**config.mk**
```make
export PLATFORM = sky130hd
export DESIGN_NAME = pipelined_cla_adder
export DESIGN_NICKNAME = d
export VERILOG_FILES = /design/src/rtl/pipelined_cla_adder.sv
export SDC_FILE = /design/constraint.sdc
export NUM_CORES = 1
export LEC_CHECK = 0
export BUFFER_PORTS_ARGS = -buffer_cell sky130_fd_sc_hd__buf_2
export CAP_MARGIN = 15
export CORE_ASPECT_RATIO = 1.1
export CORE_MARGIN = 4
export CORE_UTILIZATION = 35
export DETAILED_ROUTE_END_ITERATION = 7
export GPL_TIMING_DRIVEN = 0
export PLACE_DENSITY_LB_ADDON = 0.2
export RECOVER_POWER = 100
export SLEW_MARGIN = 20
export SYNTH_ARGS = -nofsm -noshare
export SYNTH_HDL_FRONTEND = slang
export SYNTH_SLANG_ARGS = --single-unit
```
**constraint.sdc**
```tcl
create_clock -name clk -period 2.9 [get_ports clk]
set_clock_uncertainty 0.15 [all_clocks]
set_input_delay 0.145 -clock clk [delete_from_list [all_inputs] [get_ports clk]]
set_output_delay 0.145 -clock clk [all_outputs]
set_load 0.05 [all_outputs]
```
**src/rtl/pipelined_cla_adder.sv**
```systemverilog
// Pipelined carry-lookahead adder/subtractor, one GROUP-bit lookahead block per stage.
// Ports: clk, rst (async, active high); in_valid/in_ready with A, B, Cin, sub;
//        out_valid/out_ready with sum, Cout (1 = no borrow when subtracting),
//        overflow (signed) and zero.
module pipelined_cla_adder #(
    parameter int WIDTH = 16,
    parameter int GROUP = 4
) (
    input  logic             clk,
    input  logic             rst,
    input  logic             in_valid,
    output logic             in_ready,
    input  logic [WIDTH-1:0] A,
    input  logic [WIDTH-1:0] B,
    input  logic             Cin,
    input  logic             sub,
    output logic             out_valid,
    input  logic             out_ready,
    output logic [WIDTH-1:0] sum,
    output logic             Cout,
    output logic             overflow,
    output logic             zero
);

    localparam int NSTAGE = WIDTH / GROUP;

    // Every carry is a flat sum of products of g/p terms and the group
    // carry-in, so no carry waits on the carry below it.
    function automatic logic [GROUP:0] cla_grp(
        input logic [GROUP-1:0] a,
        input logic [GROUP-1:0] b,
        input logic             ci
    );
        logic [GROUP-1:0] g;
        logic [GROUP-1:0] p;
        logic [GROUP:0]   c;
        logic             t;
        g    = a & b;
        p    = a ^ b;
        c    = '0;
        c[0] = ci;
        for (int i = 0; i < GROUP; i++) begin
            t = ci;
            for (int j = 0; j <= i; j++) begin
                t = t & p[j];
            end
            c[i+1] = t;
            for (int j = 0; j <= i; j++) begin
                t = g[j];
                for (int m = j + 1; m <= i; m++) begin
                    t = t & p[m];
                end
                c[i+1] = c[i+1] | t;
            end
        end
        return {c[GROUP], p ^ c[GROUP-1:0]};
    endfunction

    for (genvar k = 0; k < NSTAGE; k++) begin : stg
        // IW: operand bits still unprocessed on entry; SW: sum bits known on exit
        localparam int IW = WIDTH - k * GROUP;
        localparam int SW = (k + 1) * GROUP;

        logic           v_in;
        logic           c_in;
        logic [IW-1:0]  a_in;
        logic [IW-1:0]  b_in;
        logic [SW-1:0]  sum_nx;
        logic [GROUP:0] grp;
        logic           nxt_ld;
        logic           ld;
        logic           en;
        logic           vld_q;
        logic           vld_d;
        logic           cy_q;
        logic           cy_d;
        logic [SW-1:0]  sum_q;
        logic [SW-1:0]  sum_d;

        assign grp = cla_grp(a_in[GROUP-1:0], b_in[GROUP-1:0], c_in);
        // Slot is free when empty or when its contents move on this cycle
        assign ld  = ~vld_q | nxt_ld;
        assign en  = ld & v_in;

        if (k == 0) begin : g_src
            assign v_in   = in_valid;
            assign c_in   = sub | Cin;
            assign a_in   = A;
            assign b_in   = sub ? ~B : B;
            assign sum_nx = grp[GROUP-1:0];
        end else begin : g_src
            assign v_in   = stg[k-1].vld_q;
            assign c_in   = stg[k-1].cy_q;
            assign a_in   = stg[k-1].g_fwd.a_q;
            assign b_in   = stg[k-1].g_fwd.b_q;
            assign sum_nx = {grp[GROUP-1:0], stg[k-1].sum_q};
        end

        always_comb begin
            vld_d = vld_q;
            cy_d  = cy_q;
            sum_d = sum_q;
            if (ld) begin
                vld_d = v_in;
            end
            if (en) begin
                cy_d  = grp[GROUP];
                sum_d = sum_nx;
            end
        end

        always_ff @(posedge clk or posedge rst) begin
            if (rst) begin
                vld_q <= 1'b0;
                cy_q  <= 1'b0;
                sum_q <= '0;
            end else begin
                vld_q <= vld_d;
                cy_q  <= cy_d;
                sum_q <= sum_d;
            end
        end

        if (k < NSTAGE - 1) begin : g_fwd
            localparam int RW = IW - GROUP;

            logic [RW-1:0] a_q;
            logic [RW-1:0] a_d;
            logic [RW-1:0] b_q;
            logic [RW-1:0] b_d;

            assign nxt_ld = stg[k+1].ld;

            always_comb begin
                a_d = a_q;
                b_d = b_q;
                if (en) begin
                    a_d = a_in[IW-1:GROUP];
                    b_d = b_in[IW-1:GROUP];
                end
            end

            always_ff @(posedge clk or posedge rst) begin
                if (rst) begin
                    a_q <= '0;
                    b_q <= '0;
                end else begin
                    a_q <= a_d;
                    b_q <= b_d;
                end
            end
        end else begin : g_out
            logic cmsb;
            logic ovf_q;
            logic ovf_d;
            logic zero_q;
            logic zero_d;

            assign nxt_ld = out_ready;
            // Carry into the MSB recovered from its sum bit and propagate term
            assign cmsb   = grp[GROUP-1] ^ a_in[GROUP-1] ^ b_in[GROUP-1];

            always_comb begin
                ovf_d  = ovf_q;
                zero_d = zero_q;
                if (en) begin
                    ovf_d  = cmsb ^ grp[GROUP];
                    zero_d = ~|sum_nx;
                end
            end

            always_ff @(posedge clk or posedge rst) begin
                if (rst) begin
                    ovf_q  <= 1'b0;
                    zero_q <= 1'b0;
                end else begin
                    ovf_q  <= ovf_d;
                    zero_q <= zero_d;
                end
            end
        end
    end

    assign in_ready  = stg[0].ld;
    assign out_valid = stg[NSTAGE-1].vld_q;
    assign sum       = stg[NSTAGE-1].sum_q;
    assign Cout      = stg[NSTAGE-1].cy_q;
    assign overflow  = stg[NSTAGE-1].g_out.ovf_q;
    assign zero      = stg[NSTAGE-1].g_out.zero_q;

endmodule

```
==> flow_summary.json, run 1 <==
{
  "whs_ns": 0.0635,
  "io_pins": 59,
  "dr.pass1.iters": 4,
  "final_nets": 498,
  "min_path_type": "in -> reg",
  "ys_seq_area_share_pct": 55.8,
  "yosys_warnings": 0,
  "cts-root-buf": "clkbuf_16",
  "hold_depth": 4,
  "hold_viol_final": 0,
  "drc": 0,
  "ys_types": 37,
  "syn_nets": 402,
  "slew_headroom_pct": -6.44,
  "areaGrowthSynthToFinish_pct": 23.5,
  "syn_area_per_cell_um2": 12.9,
  "antenna_found_initial": 0,
  "io_buffer_count": 57,
  "r2r_setup_slack_ns": 0.77,
  "ir_drop_v": 0.000498,
  "yosys_register_bits": 98,
  "n_antenna_cell": 0,
  "cts_max_level": 3,
  "critPathLaunchType": "input port",
  "min_from": "A[3]",
  "drv_slew": 41,
  "final_common_cell": "dfrtp_1",
  "clockBufferDepth": 2,
  "max_freq_ghz": 0.452,
  "fin_ws_ns": 0.689,
  "p_per_area_mw_per_mm2": 966,
  "path_clk_slew_ns": 0.06,
  "grt_usage_pct": 11.7,
  "leakage_nw": 2.47,
  "syn_area_mm2": 0.00439,
  "mostFrequentLayoutCells": "dfrtp_1 (98), mux2_2 (55), buf_2 (38)",
  "die_h_um": 126,
  "viasPerCell": 4.53,
  "reg2regPathDepth": 7,
  "drt.antenna.violating_nets": 0,
  "maxCapViolCount": 1,
  "yosysTopAreaCell": "dfrtp_1",
  "cts_resized": 0,
  "violations": "max-capacitance violations, max-slew violations",
  "crit_required_ns": 2.99,
  "wl_per_cell_um": 13.0,
  "nFillCells": 1162,
  "drt-initial-drc-count": 64,
  "wl_mm": 7.74,
  "dp.cells": 552,
  "core_mm2": 0.0121,
  "grt_pass1_vias": 2709,
  "post-route-min-period_ns": 2.21,
  "critPathCaptureType": "register",
  "clk_latency_ns": 0.34,
  "hold_end": "stg[0].cy_q",
  "grt_remaining_overflow": 0,
  "crit_type": "in -> reg",
  "tritoncts": "yes",
  "worstReg2RegEnd": "overflow",
  "syn_inst": 340,
  "post-dp-hpwl_mm": 5.85,
  "tns_ns": 0,
  "arrival_ns": 2.30,
  "die_w_um": 115,
  "cp_max_fo": 10,
  "ys_top_cells_by_area": "dfrtp_1 (56%), mux2_2 (14%), ha_1 (5.7%)",
  "clock_sinks": 98,
  "status": "finished, violations left",
  "drive_gt1_share_pct": 25.3,
  "cts_buffers": 9,
  "initial_utilization_pct": 36.2,
  "power_mw": 5.24,
  "setup_viol": 0,
  "dieArea_mm2": 0.0144,
  "rows": 42,
  "fin_crit_sh_pct": 76.2,
  "worst_slew_pin_slew_ns": 1.59,
  "fin_cells": 593,
  "yosysTopAreaCellShare_pct": 55.8,
  "r2r_start": "stg[2].g_fwd.a_q[0]",
  "pre_cts_ws_ns": 0.398,
  "grt_max_degree": 59,
  "grt_pass1_wl_mm": 13.4,
  "vias": 2689,
  "rsz0062_at_grt": "false",
  "place.gp.congestion": 0.698
}
-- logic make-up (layout without fill, tap and decap cells) --
family,count (synthesis),count (layout),synth area share [%]
adder cells (fa/ha/maj),24,24,7.52
flip-flops,98,98,55.8
AND/OR/NAND/NOR,56,56,6.15
multiplexers,61,61,15.6
buffers and inverters,27,126,2.73
AO/OA/AOI/OAI,46,46,6.07
XOR/XNOR,28,28,6.07
-- worst max-delay path, cell delays in order --
cell,delay [ns]
dlygate4sd3_1,0.53
clkbuf_1,0.11
nand4b_1,0.24
or2_0,0.28
nand2_1,0.42
clkbuf_1,0.40
nand2_1,0.10
o31ai_1,0.08
-- registers in the layout, summed over array words and instances, names as in the netlist, 3 cells and up --
name	count
stg.sum_q	24
stg.cy_q	3
stg.g_fwd.b_q	24
stg.vld_q	3
stg.g_fwd.a_q	24
sum	16
-- synth_stat cells --
cell and instances:
dfrtp_1 98, mux2_2 55, nand2_1 33, o21ai_0 28
ha_1 20, xnor2_1 17, inv_1 14, xor2_1 9
buf_2 8, nand2b_1 7, mux2_1 6, a21oi_1 5
fa_1 4, nor3_1 4, clkbuf_1 3, o21a_1 3
o31ai_1 3, a211oi_1 2, a21o_1 2, nor2_1 2
a21oi_2 1, and3_1 1, buf_6 1, clkbuf_2 1
nand2_2 1, nand2_4 1, nand3b_1 1, nand4_1 1
nand4b_1 1, nor4_1 1, o211ai_2 1, o21ai_1 1
or2_2 1, or2_4 1, or4_1 1, xnor3_1 1
xor2_2 1
-- final cells by class --
| cell class | instances | area [µm²] | area share, % |
|---|---|---|---|
| Buffer | 13 | 60.1 | 1.11 |
| Clock buffer | 11 | 243 | 4.47 |
| Clock inverter | 3 | 65.1 | 1.20 |
| Inverter | 14 | 52.6 | 0.969 |
| Multi-Input combinational cell | 215 | 1800 | 33.3 |
| Sequential cell | 98 | 2450 | 45.2 |
| Tap cell | 154 | 193 | 3.55 |
| Timing Repair Buffer | 85 | 556 | 10.2 |
-- report_power, final --
part	switching, mW	leakage (nW)	internal [mW]	total (mW)
clock	0.473	0.151	0.768	1.24
sequential	0.288	1.17	1.83	2.12
combinational	1.09	1.14	0.796	1.88
-- layer usage --
layer	up-vias	GRT usage, %	wire, µm
li1	1356	-	-
met1	1273	16.0	3740
met2	50	17.5	3450
met3	10	3.19	396
met4	0	4.97	145
met5	-	0	0
-- stage by stage --
step                      area (µm²)  utilization, %
after floorplan                 4390               -
after global placement          4870            40.1
after detailed placement        4900            40.4
after CTS                       5480            45.2
after global routing            5430            44.7
final                           5430            44.7
-- worst max-delay path by stage --
stage | end | cells after the start | start | slack [ns]
global placement | stg[0].g_fwd.a_q[9] | 2 | rst | -1.10
finish | stg[0].sum_q[2] | 8 | out_ready | 0.69
floorplan | Cout | 1 | rst | 0.04
detailed placement | stg[0].cy_q | 10 | sub | 0.40
CTS | stg[0].cy_q | 10 | sub | 0.76
global route | stg[0].sum_q[2] | 8 | out_ready | 0.43
-- timing repair --
action | 4_1_cts | 5_1_grt
setup buffers | 0 | 0
hold endpoints to repair | 67 | 0
hold buffers | 27 | 0
(Power assumes the default switching activity.)
==> inputs of run 2 (changes only) <==
==> constraint.sdc (replaced) <==
create_clock -name clk -period 2 [get_ports clk]
set_clock_uncertainty 0.15 [all_clocks]
set_input_delay 0.1 -clock clk [delete_from_list [all_inputs] [get_ports clk]]
set_output_delay 0.1 -clock clk [all_outputs]
set_load 0.05 [all_outputs]
==> flow_summary.json, run 2 (synthesized netlist as in run 1, its figures left out) <==
{
  "status": "complete, no violations",
  "p_int_mw": 5.05,
  "areaGrowthSynthToFinish_pct": 25.7,
  "post-route-min-period_ns": 1.97,
  "min_path_type": "in -> reg",
  "cp_max_fo": 3,
  "worst_slew_pin_slew_ns": 0.918,
  "path_clk_slew_ns": 0.06,
  "tritoncts": "yes",
  "clock_sinks": 98,
  "largest_registers": "stg.g_fwd.a_q: 24 flops, stg.g_fwd.b_q: 24 flops, stg.sum_q: 24 flops",
  "post-dp-hpwl_mm": 6.22,
  "drc": 0,
  "pwr-share-comb_pct": 36.9,
  "cts_buffers": 9,
  "setup_viol": 0,
  "crit_type": "reg -> reg",
  "p_switching_mw": 2.73,
  "grt_pass1_wl_mm": 13.6,
  "cts_max_level": 3,
  "drt-initial-drc-count": 74,
  "ir_drop_v": 0.000765,
  "swShare_pct": 35.1,
  "initial_utilization_pct": 36.2,
  "clockBufferDepth": 2,
  "hold_viol_final": 0,
  "crit_chain": "ha_1 -> ha_2 -> o211ai_2 -> nand2_2 -> xor2_2 -> buf_4 -> mux2_2",
  "grt_pass1_vias": 2742,
  "wl_mm": 7.97,
  "core_mm2": 0.0121,
  "rsz0062_at_grt": "true",
  "fin_crit_sh_pct": 98.7,
  "crit_slowest_cell": "dfrtp_1",
  "mostFrequentLayoutCells": "dfrtp_1 (97), mux2_2 (55), buf_2 (43)",
  "clkPwrFrac_pct": 23.5,
  "grt_usage_pct": 12.0,
  "clk_latency_ns": 0.33,
  "wl_per_cell_um": 13.3,
  "vias": 2734,
  "power_mw": 7.78,
  "grt_remaining_overflow": 0,
  "viasPerCell": 4.56,
  "crit_required_ns": 2.08,
  "maxCapViolCount": 0,
  "drive_gt1_share_pct": 29.7,
  "cts-root-buf": "clkbuf_16",
  "drv_slew": 0,
  "leakage_nw": 2.51,
  "final_common_cell": "dfrtp_1",
  "antenna_found_initial": 0,
  "nFillCells": 1131,
  "io_buffer_count": 57,
  "multi_input_area_mm2": 0.00184,
  "fin_util_pct": 45.5,
  "place.gp.congestion": 0.693,
  "slew_headroom_pct": 38.4,
  "dieArea_mm2": 0.0144,
  "arrival_ns": 2.05,
  "slowest_delay_ns": 0.40,
  "grt_max_degree": 30,
  "drt.antenna.violating_nets": 0,
  "die_h_um": 126,
  "dr.pass1.iters": 4,
  "rows": 42,
  "max_freq_ghz": 0.506,
  "p_seq_share_pct": 39.5,
  "critPathLaunchType": "register",
  "n_antenna_cell": 0,
  "die_w_um": 115,
  "final_nets": 503,
  "regArea_mm2": 0.00245,
  "p_per_area_mw_per_mm2": 1410,
  "io_pins": 59,
  "critPathCaptureType": "register"
}
run 2: cell types whose count changed in the layout (fill, tap and decap cells not counted), moves of 2 or more:
cell	change
buf_2	+5
clkbuf_1	-7
nand2_1	-2
clkbuf_2	+2
buf_4	+4
run 2: cell type report:
class	count	area share (%)
plain buffers	13	1.38
clock buffers	13	4.71
clock inverters	2	1.09
inverters	14	0.974
multi-input cells	215	33.3
flip-flops and latches	98	44.4
well taps	154	3.49
repair buffers	90	10.6
run 2: per-layer routing:
metal | vias to the layer above | wire, µm | track usage (%) | part of all wire (%)
li1 | 1374 | - | - | -
met1 | 1302 | 3770 | 15.9 | 47
met2 | 49 | 3700 | 18.8 | 46
met3 | 9 | 372 | 3.29 | 4.7
met4 | 0 | 121 | 4.21 | 1.5
met5 | - | 0 | 0 | 0
run 2: worst paths after layout:
path,startpoint,endpoint,slack (ns),cells past startpoint
setup reg to reg,stg[2].g_fwd.b_q[0],sum[15],0.03,7
setup / recovery,stg[2].g_fwd.b_q[0],sum[15],0.03,7
hold / removal,sub,stg[0].g_fwd.b_q[8],0.008,3
max in group asynchronous,rst,stg[0].g_fwd.a_q[9],0.24,4
hold reg to reg,stg[0].g_fwd.b_q[4],stg[0].g_fwd.b_q[4],0.33,2
min in group asynchronous,rst,stg[0].g_fwd.a_q[1],0.31,3
run 2: what timing repair did:
| action | in CTS | in global routing |
|---|---|---|
| endpoints found under the hold margin | 80 | 0 |
| setup endpoints to repair | 1 | 6 |
| hold buffers | 27 | 0 |
| gates cloned | 0 | 0 |
| resized for setup | 0 | 6 |
| pin swaps | 3 | 0 |
| buffers inserted | 2 | 1 |
run 2: power groups by stage:
stage,combinational [mW],clock (mW),sequential (mW)
detailed placement,2.84,0,3.13
finish,2.88,1.83,3.08
global placement,2.76,0,3.10
global route,3.18,1.98,3.18
CTS,2.94,1.90,3.09
floorplan,1.63,0,3.60
run 2: worst max-delay path: cells and delay by family (launching register included):
| family | cells | cell delay (ns) |
|---|---|---|
| multiplexers | 1 | 0.24 |
| flip-flops | 1 | 0.40 |
| adder cells (fa/ha/maj) | 2 | 0.46 |
| XOR/XNOR | 1 | 0.20 |
| buffers and inverters | 1 | 0.14 |
| AO/OA/AOI/OAI | 1 | 0.14 |
| AND/OR/NAND/NOR | 1 | 0.12 |
run 2: per-stage QoR:
stage	instance area [µm²]	instances	setup slack, ns	hold slack [ns]	TNS, ns
after floorplan	4410	340	0.00747	0.0584	0
after global placement	4880	551	-0.201	0.163	-6.43
after detailed placement	4940	554	-0.225	0.0111	-0.473
after CTS	5550	598	0.0111	0.00766	0
after global routing	5520	599	-0.0427	0.0214	-0.965
final	5520	599	0.0253	0.00755	0
==> inputs of run 3 (changes only) <==
--- a/config.mk
+++ b/config.mk
@@ -12,8 +12,9 @@
 export CORE_UTILIZATION = 35
 export DETAILED_ROUTE_END_ITERATION = 7
 export GPL_TIMING_DRIVEN = 0
-export PLACE_DENSITY_LB_ADDON = 0.2
+export PLACE_DENSITY_LB_ADDON = 0.25
 export RECOVER_POWER = 100
+export SKIP_LAST_GASP = 1
 export SLEW_MARGIN = 20
 export SYNTH_ARGS = -nofsm -noshare
 export SYNTH_HDL_FRONTEND = slang
==> flow_summary.json, run 3 (synthesized netlist as in run 1, its figures left out) <==
{
  "status": "complete, no violations",
  "drc": 0,
  "fin_crit_sh_pct": 97.2,
  "critPathCaptureType": "register",
  "drive_gt1_share_pct": 29.7,
  "r2r_setup_slack_ns": 0.06,
  "dr.pass1.iters": 4,
  "crit_required_ns": 2.08,
  "slowest_delay_ns": 0.40,
  "clock_sinks": 98,
  "io_buffer_count": 57,
  "fin_cells": 602,
  "critPathLaunchType": "register",
  "place.gp.congestion": 0.751,
  "grt_usage_pct": 12.0,
  "power_mw": 7.53,
  "leakage_nw": 2.50,
  "ir_drop_v": 0.000969,
  "die_h_um": 126,
  "areaGrowthSynthToFinish_pct": 25.2,
  "clockBufferDepth": 2,
  "io_pins": 59,
  "p_switching_mw": 2.75,
  "viasPerCell": 4.56,
  "post-dp-hpwl_mm": 6.01,
  "maxCapViolCount": 0,
  "min_path_type": "in -> reg",
  "swShare_pct": 36.6,
  "worst_slew_pin_slew_ns": 1.06,
  "largest_registers": "stg.g_fwd.a_q: 24 flops, stg.g_fwd.b_q: 24 flops, stg.sum_q: 24 flops",
  "p_per_area_mw_per_mm2": 1370,
  "clkPwrFrac_pct": 21.6,
  "n_antenna_cell": 0,
  "cts_buffers": 9,
  "antenna_found_initial": 0,
  "rsz0062_at_grt": "true",
  "grt_remaining_overflow": 0,
  "drt-initial-drc-count": 106,
  "dp.cells": 554,
  "initial_utilization_pct": 36.2,
  "pre_cts_ws_ns": -0.232,
  "final_nets": 505,
  "cp_num_buf_inv": 1,
  "rows": 42,
  "worst_path_dominant_cell_family": "adder cells",
  "final_common_cell": "dfrtp_1",
  "setup_viol": 0,
  "fin_ws_ns": 0.0565,
  "cts_max_level": 3,
  "grt_pass1_wl_mm": 13.8,
  "drt.antenna.violating_nets": 0,
  "hold_viol_final": 0,
  "post-route-min-period_ns": 1.94,
  "drv_slew": 0,
  "max_freq_ghz": 0.515,
  "arrival_ns": 2.02,
  "nFillCells": 1126,
  "crit_chain": "ha_1 -> ha_2 -> o211ai_2 -> nand2_2 -> xor2_2 -> clkbuf_1 -> mux2_2",
  "die_w_um": 115,
  "core_mm2": 0.0121,
  "cp_max_fo": 2,
  "vias": 2744,
  "slew_headroom_pct": 29.0,
  "clk_latency_ns": 0.34,
  "p_int_mw": 4.78,
  "wl_per_cell_um": 13.2,
  "path_clk_slew_ns": 0.06,
  "pwr-share-comb_pct": 37.6,
  "cts-root-buf": "clkbuf_16",
  "crit_type": "reg -> reg",
  "wl_mm": 7.94,
  "p_seq_share_pct": 40.9,
  "dieArea_mm2": 0.0144,
  "grt_pass1_vias": 2815,
  "tritoncts": "yes",
  "crit_slowest_cell": "dfrtp_1",
  "grt_max_degree": 33,
  "mostFrequentLayoutCells": "dfrtp_1 (97), mux2_2 (55), buf_2 (37)"
}
run 3: cell count changes in the layout (fill, tap and decap cells not counted), moves of 2 or more:
cell and change:
clkbuf_1 +2, clkbuf_2 +4, buf_2 -6, bufinv_16 -2, clkinvlp_4 +2
run 3: layout make-up:
| type | count | area [µm²] | area share [%] |
|---|---|---|---|
| repair buffers | 92 | 608 | 11.1 |
| multi-input cells | 215 | 1830 | 33.3 |
| clock buffers | 13 | 260 | 4.73 |
| well taps | 154 | 193 | 3.50 |
| flip-flops and latches | 98 | 2450 | 44.6 |
| inverters | 14 | 53.8 | 0.978 |
| clock inverters | 3 | 23.8 | 0.432 |
| plain buffers | 13 | 76.3 | 1.39 |
run 3: worst reg2reg max path: cells and delay by family, from the launching register on:
kind	cells	cell delay, ns
compound gates	1	0.15
xor+xnor	1	0.19
fa+ha+maj	2	0.46
buf+inv	1	0.11
flops	1	0.40
mux	1	0.26
simple gates	1	0.11
run 3: final timing paths:
path / start / endpoint / cells after the start
hold reg to reg: stg[0].vld_q / stg[1].vld_q / 2
max in group asynchronous: rst / stg[2].g_fwd.a_q[0] / 5
setup reg to reg: stg[2].g_fwd.b_q[0] / sum[15] / 7
setup / recovery: stg[2].g_fwd.b_q[0] / sum[15] / 7
hold / removal: sub / stg[0].g_fwd.b_q[7] / 3
min in group asynchronous: rst / stg[2].sum_q[6] / 3
run 3: per-stage QoR:
| stage | TNS, ns | utilization [%] | hold WS [ns] | cell area (µm²) |
|---|---|---|---|---|
| finish | 0 | 45.3 | 0.000668 | 5500 |
| floorplan | 0 | - | 0.0584 | 4410 |
| CTS | -0.00729 | 45.6 | 0.000699 | 5540 |
| detailed placement | -0.486 | 40.8 | 0.0142 | 4950 |
| global placement | -4.66 | 40.2 | 0.163 | 4880 |
| global route | -0.146 | 45.3 | 0.0169 | 5500 |
run 3: per-layer routing:
layer	GRT usage, %	part of all wire (%)	vias to the layer above
li1	-	-	1370
met1	16.2	49	1312
met2	18.4	45	50
met3	2.56	4.4	12
met4	5.59	2.2	0
met5	0	0	-
run 3: power groups by stage:
stage	logic, mW	clock network [mW]	registers, mW
after floorplan	1.63	0	3.60
after global placement	2.75	0	3.10
after detailed placement	2.83	0	3.12
after CTS	2.94	1.69	3.08
after global routing	3.15	1.77	3.17
final	2.83	1.62	3.08
run 3: timing repair:
action | in CTS | in global routing
endpoints found under the setup margin | 1 | 5
cloned | 0 | 0
buffers inserted | 3 | 1
pin swaps | 3 | 0
hold buffers | 28 | 0
endpoints found under the hold margin | 67 | 0
gates resized for setup | 0 | 3
